**src/rtl/fifo_tg_pkg.sv**
```systemverilog
// ============================================================================
// fifo_tg_pkg : shared types and constants for the FIFO traffic generators
// Rev 1.0
// ============================================================================
`default_nettype none

package fifo_tg_pkg;

    typedef enum logic [1:0] {
        IDLE  = 2'd0,
        BURST = 2'd1,
        FIN   = 2'd2
    } state_t;

    localparam logic MODE_INC  = 1'b0;
    localparam logic MODE_LFSR = 1'b1;

    localparam logic [7:0] DEFAULT_LFSR_TAPS = 8'hB8;

endpackage

`default_nettype wire

```
**src/rtl/fifo_pattern_gen.sv**
```systemverilog
// ============================================================================
// fifo_pattern_gen : next-word function for incrementing / Galois LFSR data
// Rev 1.0
// ============================================================================
`default_nettype none

module fifo_pattern_gen
    import fifo_tg_pkg::*;
#(
    parameter int                DATA_W    = 8,
    parameter logic [DATA_W-1:0] LFSR_TAPS = DATA_W'(DEFAULT_LFSR_TAPS)
) (
    input  logic              mode,
    input  logic [DATA_W-1:0] cur,
    output logic [DATA_W-1:0] nxt
);

    always_comb begin
        nxt = cur + DATA_W'(1);
        case (mode)
            MODE_INC:  nxt = cur + DATA_W'(1);
            default:   nxt = (cur >> 1) ^ (cur[0] ? LFSR_TAPS : '0);
        endcase
    end

endmodule

`default_nettype wire

```
**src/rtl/fifo_burst_writer.sv**
```systemverilog
// ============================================================================
// fifo_burst_writer : pushes a descriptor-defined pattern burst into a FIFO
// Rev 1.0
// ============================================================================
`default_nettype none

module fifo_burst_writer
    import fifo_tg_pkg::*;
#(
    parameter int                DATA_W    = 8,
    parameter int                LEN_W     = 8,
    parameter logic [DATA_W-1:0] LFSR_TAPS = DATA_W'(DEFAULT_LFSR_TAPS),
    parameter int                STALL_W   = 16
) (
    input  logic               wclk,
    input  logic               wrst_n,
    input  logic               cmd_valid,
    output logic               cmd_ready,
    input  logic [DATA_W-1:0]  cmd_seed,
    input  logic [LEN_W-1:0]   cmd_len,
    input  logic               cmd_mode,
    input  logic               abort,
    output logic               wreq,
    output logic [DATA_W-1:0]  wdata,
    input  logic               wfull,
    output logic               busy,
    output logic               done,
    output logic               aborted,
    output logic [LEN_W-1:0]   words_sent,
    output logic [STALL_W-1:0] stall_cnt
);

    state_t              state;
    state_t              state_nxt;
    logic                wreq_nxt;
    logic                busy_nxt;
    logic                done_nxt;
    logic                ready_nxt;

    logic                mode;
    logic [LEN_W-1:0]    remaining;
    logic [DATA_W-1:0]   seed_eff;
    logic [DATA_W-1:0]   word_nxt;
    logic                start;
    logic                accept;
    logic                stalled;

    assign start   = (state == IDLE) && cmd_valid;
    assign accept  = (state == BURST) && !wfull;
    assign stalled = (state == BURST) && wfull;

    // An all-zero LFSR state would lock up, so a zero seed starts at 1.
    assign seed_eff = ((cmd_mode == MODE_LFSR) && (cmd_seed == '0)) ? DATA_W'(1) : cmd_seed;

    fifo_pattern_gen #(
        .DATA_W    (DATA_W),
        .LFSR_TAPS (LFSR_TAPS)
    ) u_pattern_gen (
        .mode (mode),
        .cur  (wdata),
        .nxt  (word_nxt)
    );

    always_comb begin
        state_nxt = state;
        case (state)
            IDLE: begin
                if (cmd_valid) begin
                    state_nxt = (cmd_len == '0) ? FIN : BURST;
                end
            end
            BURST: begin
                if (abort || (accept && (remaining == LEN_W'(1)))) begin
                    state_nxt = FIN;
                end
            end
            FIN:     state_nxt = IDLE;
            default: state_nxt = IDLE;
        endcase

        // Status outputs are registered from the next state, keeping wfull off any output path.
        wreq_nxt  = (state_nxt == BURST);
        busy_nxt  = (state_nxt == BURST);
        done_nxt  = (state_nxt == FIN);
        ready_nxt = (state_nxt == IDLE);
    end

    always_ff @(posedge wclk or negedge wrst_n) begin
        if (!wrst_n) begin
            state     <= IDLE;
            wreq      <= 1'b0;
            busy      <= 1'b0;
            done      <= 1'b0;
            cmd_ready <= 1'b1;
        end else begin
            state     <= state_nxt;
            wreq      <= wreq_nxt;
            busy      <= busy_nxt;
            done      <= done_nxt;
            cmd_ready <= ready_nxt;
        end
    end

    always_ff @(posedge wclk or negedge wrst_n) begin
        if (!wrst_n) begin
            mode       <= MODE_INC;
            wdata      <= '0;
            remaining  <= '0;
            words_sent <= '0;
            stall_cnt  <= '0;
            aborted    <= 1'b0;
        end else if (start) begin
            mode       <= cmd_mode;
            wdata      <= seed_eff;
            remaining  <= cmd_len;
            words_sent <= '0;
            stall_cnt  <= '0;
            aborted    <= 1'b0;
        end else begin
            if (accept) begin
                wdata      <= word_nxt;
                remaining  <= remaining - LEN_W'(1);
                words_sent <= words_sent + LEN_W'(1);
            end
            if (stalled && (stall_cnt != '1)) begin
                stall_cnt <= stall_cnt + STALL_W'(1);
            end
            if ((state == BURST) && abort) begin
                aborted <= 1'b1;
            end
        end
    end

endmodule

`default_nettype wire

```
**config.mk**
```make
export PLATFORM = sky130hd
export DESIGN_NAME = fifo_burst_writer
export DESIGN_NICKNAME = d
export VERILOG_FILES = /design/src/rtl/fifo_tg_pkg.sv /design/src/rtl/fifo_pattern_gen.sv /design/src/rtl/fifo_burst_writer.sv
export SDC_FILE = /design/constraint.sdc
export NUM_CORES = 1
export LEC_CHECK = 0
export CORE_ASPECT_RATIO = 1.2
export CORE_MARGIN = 3
export CORE_UTILIZATION = 50
export CTS_CLUSTER_DIAMETER = 30
export DETAILED_ROUTE_END_ITERATION = 10
export PLACE_DENSITY = 0.86
export SYNTH_ARGS = -nofsm -noshare
export SYNTH_HDL_FRONTEND = slang
export SYNTH_SLANG_ARGS = --single-unit
```
**constraint.sdc**
```tcl
create_clock -name wclk -period 2.47 [get_ports wclk]
set_input_delay 0.247 -clock wclk [delete_from_list [all_inputs] [get_ports wclk]]
set_output_delay 0.247 -clock wclk [all_outputs]
set_load 0.05 [all_outputs]
```
# [Word-level counts from Yosys, hierarchy flattened]
# Index checks and enable logic that the tools add are counted.
[op_classes] n_reduce_logical=16 addsub=4 muxes=17 eq_ne=5 bitwise=1
[ops] op="$mux W8" n=9
[ops] op="$mux W16" n=2
[ops] op="$add A16 B1 Y16 const B" n=1
[ops] op="$add A8 B1 Y8 const B" n=2
[ops] op="$logic_not A8 Y1" n=2
[ops] op="$ne A16 B16 Y1 const B" n=1
[ops] op="$eq A8 B1 Y1 const B" n=1
[ops] op="$sub A8 B1 Y8 const B" n=1
[ops] op="$xor A7 B8 Y8" n=1
[ops] op="$logic_and A1 B1 Y1" n=7
[ops] op="$mux W2" n=3
[ops] op="$reduce_bool A2 Y1" n=3
[ops] op="$eq A2 B1 Y1 const B" n=2
[ops] op="$logic_not A2 Y1" n=2
[ops] op="$pmux W2 S2" n=1
[ops] op="$eq A2 B2 Y1 const B" n=1
[ops] op="$mux W1" n=2
[ops] op="$logic_not A1 Y1" n=1
[ops] op="$logic_or A1 B1 Y1" n=1
[word_totals] elab_cells=53 register_bits=47 output_inout_bits=37

# [Depth between registers and ports, before layout]
[logic_depth] depth_word=7 mapped_depth=8

# [Cells and area by module]
# Synthesis repeated with hierarchy kept, for this count alone.
[unflattened] cells_unflattened=298 hier_area_um2=2682.6
[by_module_without_submodules] module="fifo_burst_writer" instances=1 area_per_inst_um2=2431.1 seq_area_each_um2=1177.4 cells_each=259
[by_module_without_submodules] module="fifo_pattern_gen" instances=1 area_per_inst_um2=251.5 seq_area_each_um2=0.0 cells_each=39

# [Worst setup path after synthesis]
# Ideal clock, no wire load.
[synth_timing] kind="reg2reg" startpoint="register stall_cnt[0]" endpoint="register stall_cnt[14]" path_stages_with_launch=8 path_buffers=1 setup_time_ns=0.150 t_arrival_ns=2.160 slack_ns=0.160 cell_sequence="dfrtp_1 ha_1 nand3_2 or4_4 buf_6 nor3b_4 nand3_2 mux2i_1"
[synth_between] elab_chain_cells=3
[synth_rtl] item="from (decl)" line="fifo_burst_writer.sv:30" text="output logic [STALL_W-1:0] stall_cnt"
[synth_rtl] item="from (signal assigned)" line="fifo_burst_writer.sv:126" text="stall_cnt <= stall_cnt + STALL_W'(1);"
[synth_rtl] item="$add A16 B1 Y16 / $ne A16 B16 Y1 (equally long branches)" line="fifo_burst_writer.sv:126, fifo_burst_writer.sv:125"
[synth_rtl] item="$mux W16 / $logic_and A1 B1 Y1 (equally long branches)" line="fifo_burst_writer.sv:125" text="if (stalled && (stall_cnt != '1)) begin"
[synth_rtl] item="$mux W16 / $reduce_bool A2 Y1 (equally long branches)"
# Several ways; a longest one is shown, not always the timed one. The select of a mux whose other input is x is not followed.
# A chain may end at the register's enable or synchronous reset.

# [Worst setup path after layout]
[layout_timing] startpoint="register stall_cnt[0]" endpoint="register stall_cnt[6]"
# The elaborated chain is that of the path after synthesis.

==> flow_metrics.env <==
export IMPL_status="finished clean"
export IMPL_ys_ff_latch=47
export IMPL_yosysTopAreaCell="dfrtp_1"
export IMPL_grt_max_degree=27
export IMPL_powerDensity_mw_per_mm2=1040
export IMPL_wl_um=5700
export IMPL_path_clk_slew_ns=0.09
export IMPL_synth_top_area_frac=0.453
export IMPL_min_path_type="primary input to async pin"
export IMPL_yosysWarningCount=0
export IMPL_overflow=0
export IMPL_hpwlAfterDp_um=4160
export IMPL_worstPathArrival_ns=2.29
export IMPL_dr_pass1_iters=6
export IMPL_num_io_pins=59
export IMPL_synth_edf_count=0
export IMPL_die_area_mm2=0.00598
export IMPL_initial_core_util=0.534
export IMPL_drv_cap=0
export IMPL_r2r_slack_ns=0.38
export IMPL_setup_viol=0
export IMPL_clockBufferDepth=2
export IMPL_synth_commonest_cells="dfrtp_1 (46), nand2_1 (24), o21ai_0 (24)"
export IMPL_cts_root_buf="clkbuf_8"
export IMPL_final_area_mm2=0.00328
export IMPL_ir_drop_v=0.000999
export IMPL_slew_headroom=0.572
export IMPL_synth_distinct_cells=46
export IMPL_synth_nets=295
export IMPL_cts_sink_count=47
export IMPL_drtIter0Drc=112
export IMPL_cts_resized_gates=0
export IMPL_antenna_found_initial=0
export IMPL_async_reset_ff_frac=1.00
export IMPL_crit_path_start_kind="register"
export IMPL_crit_fanout=11
export IMPL_numCtsBuffers=5
export IMPL_period_minus_slack_ns=2.09
export IMPL_max_stage_delay_ns=0.58
export IMPL_skew_ns=0.00723
export IMPL_fin_nets=353
export IMPL_crit_required_ns=2.67
export IMPL_path_cells="ha_1, nand3_2, or4_4, o21bai_2, nor3_1, mux2i_1"
export IMPL_grt_pass1_wl_um=9870
export IMPL_rsz0062_at_grt="no"
export IMPL_tritoncts="yes"
export IMPL_netlist_area_mm2=0.00254
export IMPL_tns_ns=0
export IMPL_fp_dieH_um=84.1
export IMPL_htree_levels=2
export IMPL_seq_area_frac_synth=0.463
export IMPL_yosysMostFrequentCell="dfrtp_1"
export IMPL_rows=27
export IMPL_layout_worst_path_cycle_share=0.846
export IMPL_cp_slowest_cell="or4_4"
export IMPL_worstMarginPinSlew_ns=0.639
export IMPL_max_freq_ghz=0.478
export IMPL_yosys_top_cells_area="dfrtp_1 (45%), o21ai_0 (4.7%), xor2_1 (3.8%)"
export IMPL_synth_avg_cell_area_um2=9.49
export IMPL_area_growth_pct=28.8
export IMPL_routabilityCongestion=0.820
export IMPL_hold_viol_final=0
export IMPL_grt_pass1_vias=2162
export IMPL_wl_per_cell_um=14.8
export IMPL_clk_latency_ns=0.31
export IMPL_end_kind="register"
export IMPL_cp_num_buf_inv=0
export IMPL_io_buffers=58
export IMPL_track_usage=0.205
export IMPL_cp_top_family="simple AND/OR/NAND/NOR gates"
export IMPL_p_leak_nw=1.33
export IMPL_maxSlewViolCount=0
export IMPL_via_per_inst=5.78
export IMPL_drive_above_1_share=0.0826
export IMPL_core_mm2=0.00476
export IMPL_ant_nets=0
export IMPL_utilization=0.688
export IMPL_placed_area_mm2=0.00317
export IMPL_route_detailed_drc=0
export IMPL_n_antenna_cell=0
export IMPL_die_width_um=71.1
export IMPL_syn_inst=268
export IMPL_dr_total_vias=2226
export IMPL_path_class="register to register"
export IMPL_ys_flop_type="dfrtp_1"
==> layer usage <==
| metal | part of all wire | vias up | track usage |
|---|---|---|---|
| met5 | 0 | - | 0 |
| met4 | 0.020 | 0 | 0.0855 |
| li1 | - | 1088 | - |
| met1 | 0.44 | 1050 | 0.269 |
| met2 | 0.49 | 79 | 0.329 |
| met3 | 0.053 | 9 | 0.0398 |
==> placed cells by master, fill, tap and decap left out, types with 3 or more instances in the layout <==
| cell type | count |
|---|---|
| ha_1 | 5 |
| o31ai_1 | 5 |
| clkbuf_8 | 6 |
| a22oi_1 | 6 |
| o211ai_1 | 7 |
| xnor2_1 | 10 |
| nand2_1 | 24 |
| xor2_1 | 11 |
| nand4_1 | 5 |
| clkdlybuf4s50_1 | 57 |
| nand3_1 | 18 |
| nor4_1 | 5 |
| and3_1 | 3 |
| dfrtp_1 | 46 |
| o21ai_0 | 24 |
| mux2i_1 | 4 |
| nor2_1 | 22 |
| buf_4 | 5 |
| a21oi_1 | 9 |
| nor3_1 | 6 |
| inv_1 | 12 |
| a31oi_1 | 4 |
==> report_power, final <==
group	leakage, nW	switching [W]	total, W	internal (W)
registers	0.612	0.000306	0.00129	0.000982
logic	0.674	0.00100	0.00162	0.000617
clock network	0.0474	0.000270	0.000499	0.000229
total	1.33	0.00158	0.00341	0.00183
==> worst register-to-register path, cell delays in order (launching register included) <==
cell	delay [ns]
dfrtp_1	0.43
ha_1	0.21
nand3_2	0.15
or4_4	0.58
o21bai_2	0.38
nor3_1	0.11
mux2i_1	0.13
==> final timing paths <==
kind,startpoint,to,depth (start not counted)
max,stall_cnt[0]$_DFFE_PN0P_,stall_cnt[6]$_DFFE_PN0P_,6
min,wrst_n,stall_cnt[9]$_DFFE_PN0P_,2
max reg2reg,stall_cnt[0]$_DFFE_PN0P_,stall_cnt[6]$_DFFE_PN0P_,6
min reg2reg,stall_cnt[6]$_DFFE_PN0P_,stall_cnt[6]$_DFFE_PN0P_,1
max in group asynchronous,wrst_n,wdata[1]$_DFFE_PN0P_,3
min in group wclk,cmd_mode,mode$_DFFE_PN0P_,3
==> state kept, by name (all words and copies together), names as in the netlist <==
| name | cells |
|---|---|
| stall_cnt | 16 |
| remaining | 8 |
| wdata | 8 |
| words_sent | 8 |
| state | 2 |
| aborted | 1 |
| busy | 1 |
| cmd_ready | 1 |
| done | 1 |
| mode | 1 |
==> cell type report <==
| type | instances | area [µm²] |
|---|---|---|
| clock buffer | 6 | 82.6 |
| clock inverter | 2 | 16.3 |
| fill | 362 | 1490 |
| inverter | 12 | 45.0 |
| multi-input combinational | 196 | 1260 |
| sequential | 47 | 1180 |
| tap | 58 | 72.6 |
| timing repair buffer | 64 | 623 |
==> stage by stage <==
stage                     hold WS, ns  power, W  std cells  worst slack, ns
after global placement          0.242   0.00289        376            0.345
final                           0.435   0.00341        385            0.380
after global routing            0.482   0.00364        385            0.228
after detailed placement        0.241   0.00292        376            0.292
after floorplan               -0.0486   0.00241        268            0.160
after CTS                       0.440   0.00342        385            0.374
==> logic make-up after synthesis <==
kind of cell,after synthesis,share of synthesized area
and+or+nand+nor,99,0.207
AOI/OAI and AO/OA,67,0.173
DFF,47,0.463
buffers and inverters,25,0.0438
xor gates and xnor gates,21,0.0723
adders and majority gates,5,0.0246
muxes,4,0.0157
==> timing repair <==
action	4_1_cts	5_1_grt
setup endpoints to repair	0	0
endpoints found under the hold margin	20	0
hold buffers	1	0
buffers inserted	0	0
Note: power is estimated with default switching activity, not from simulation.
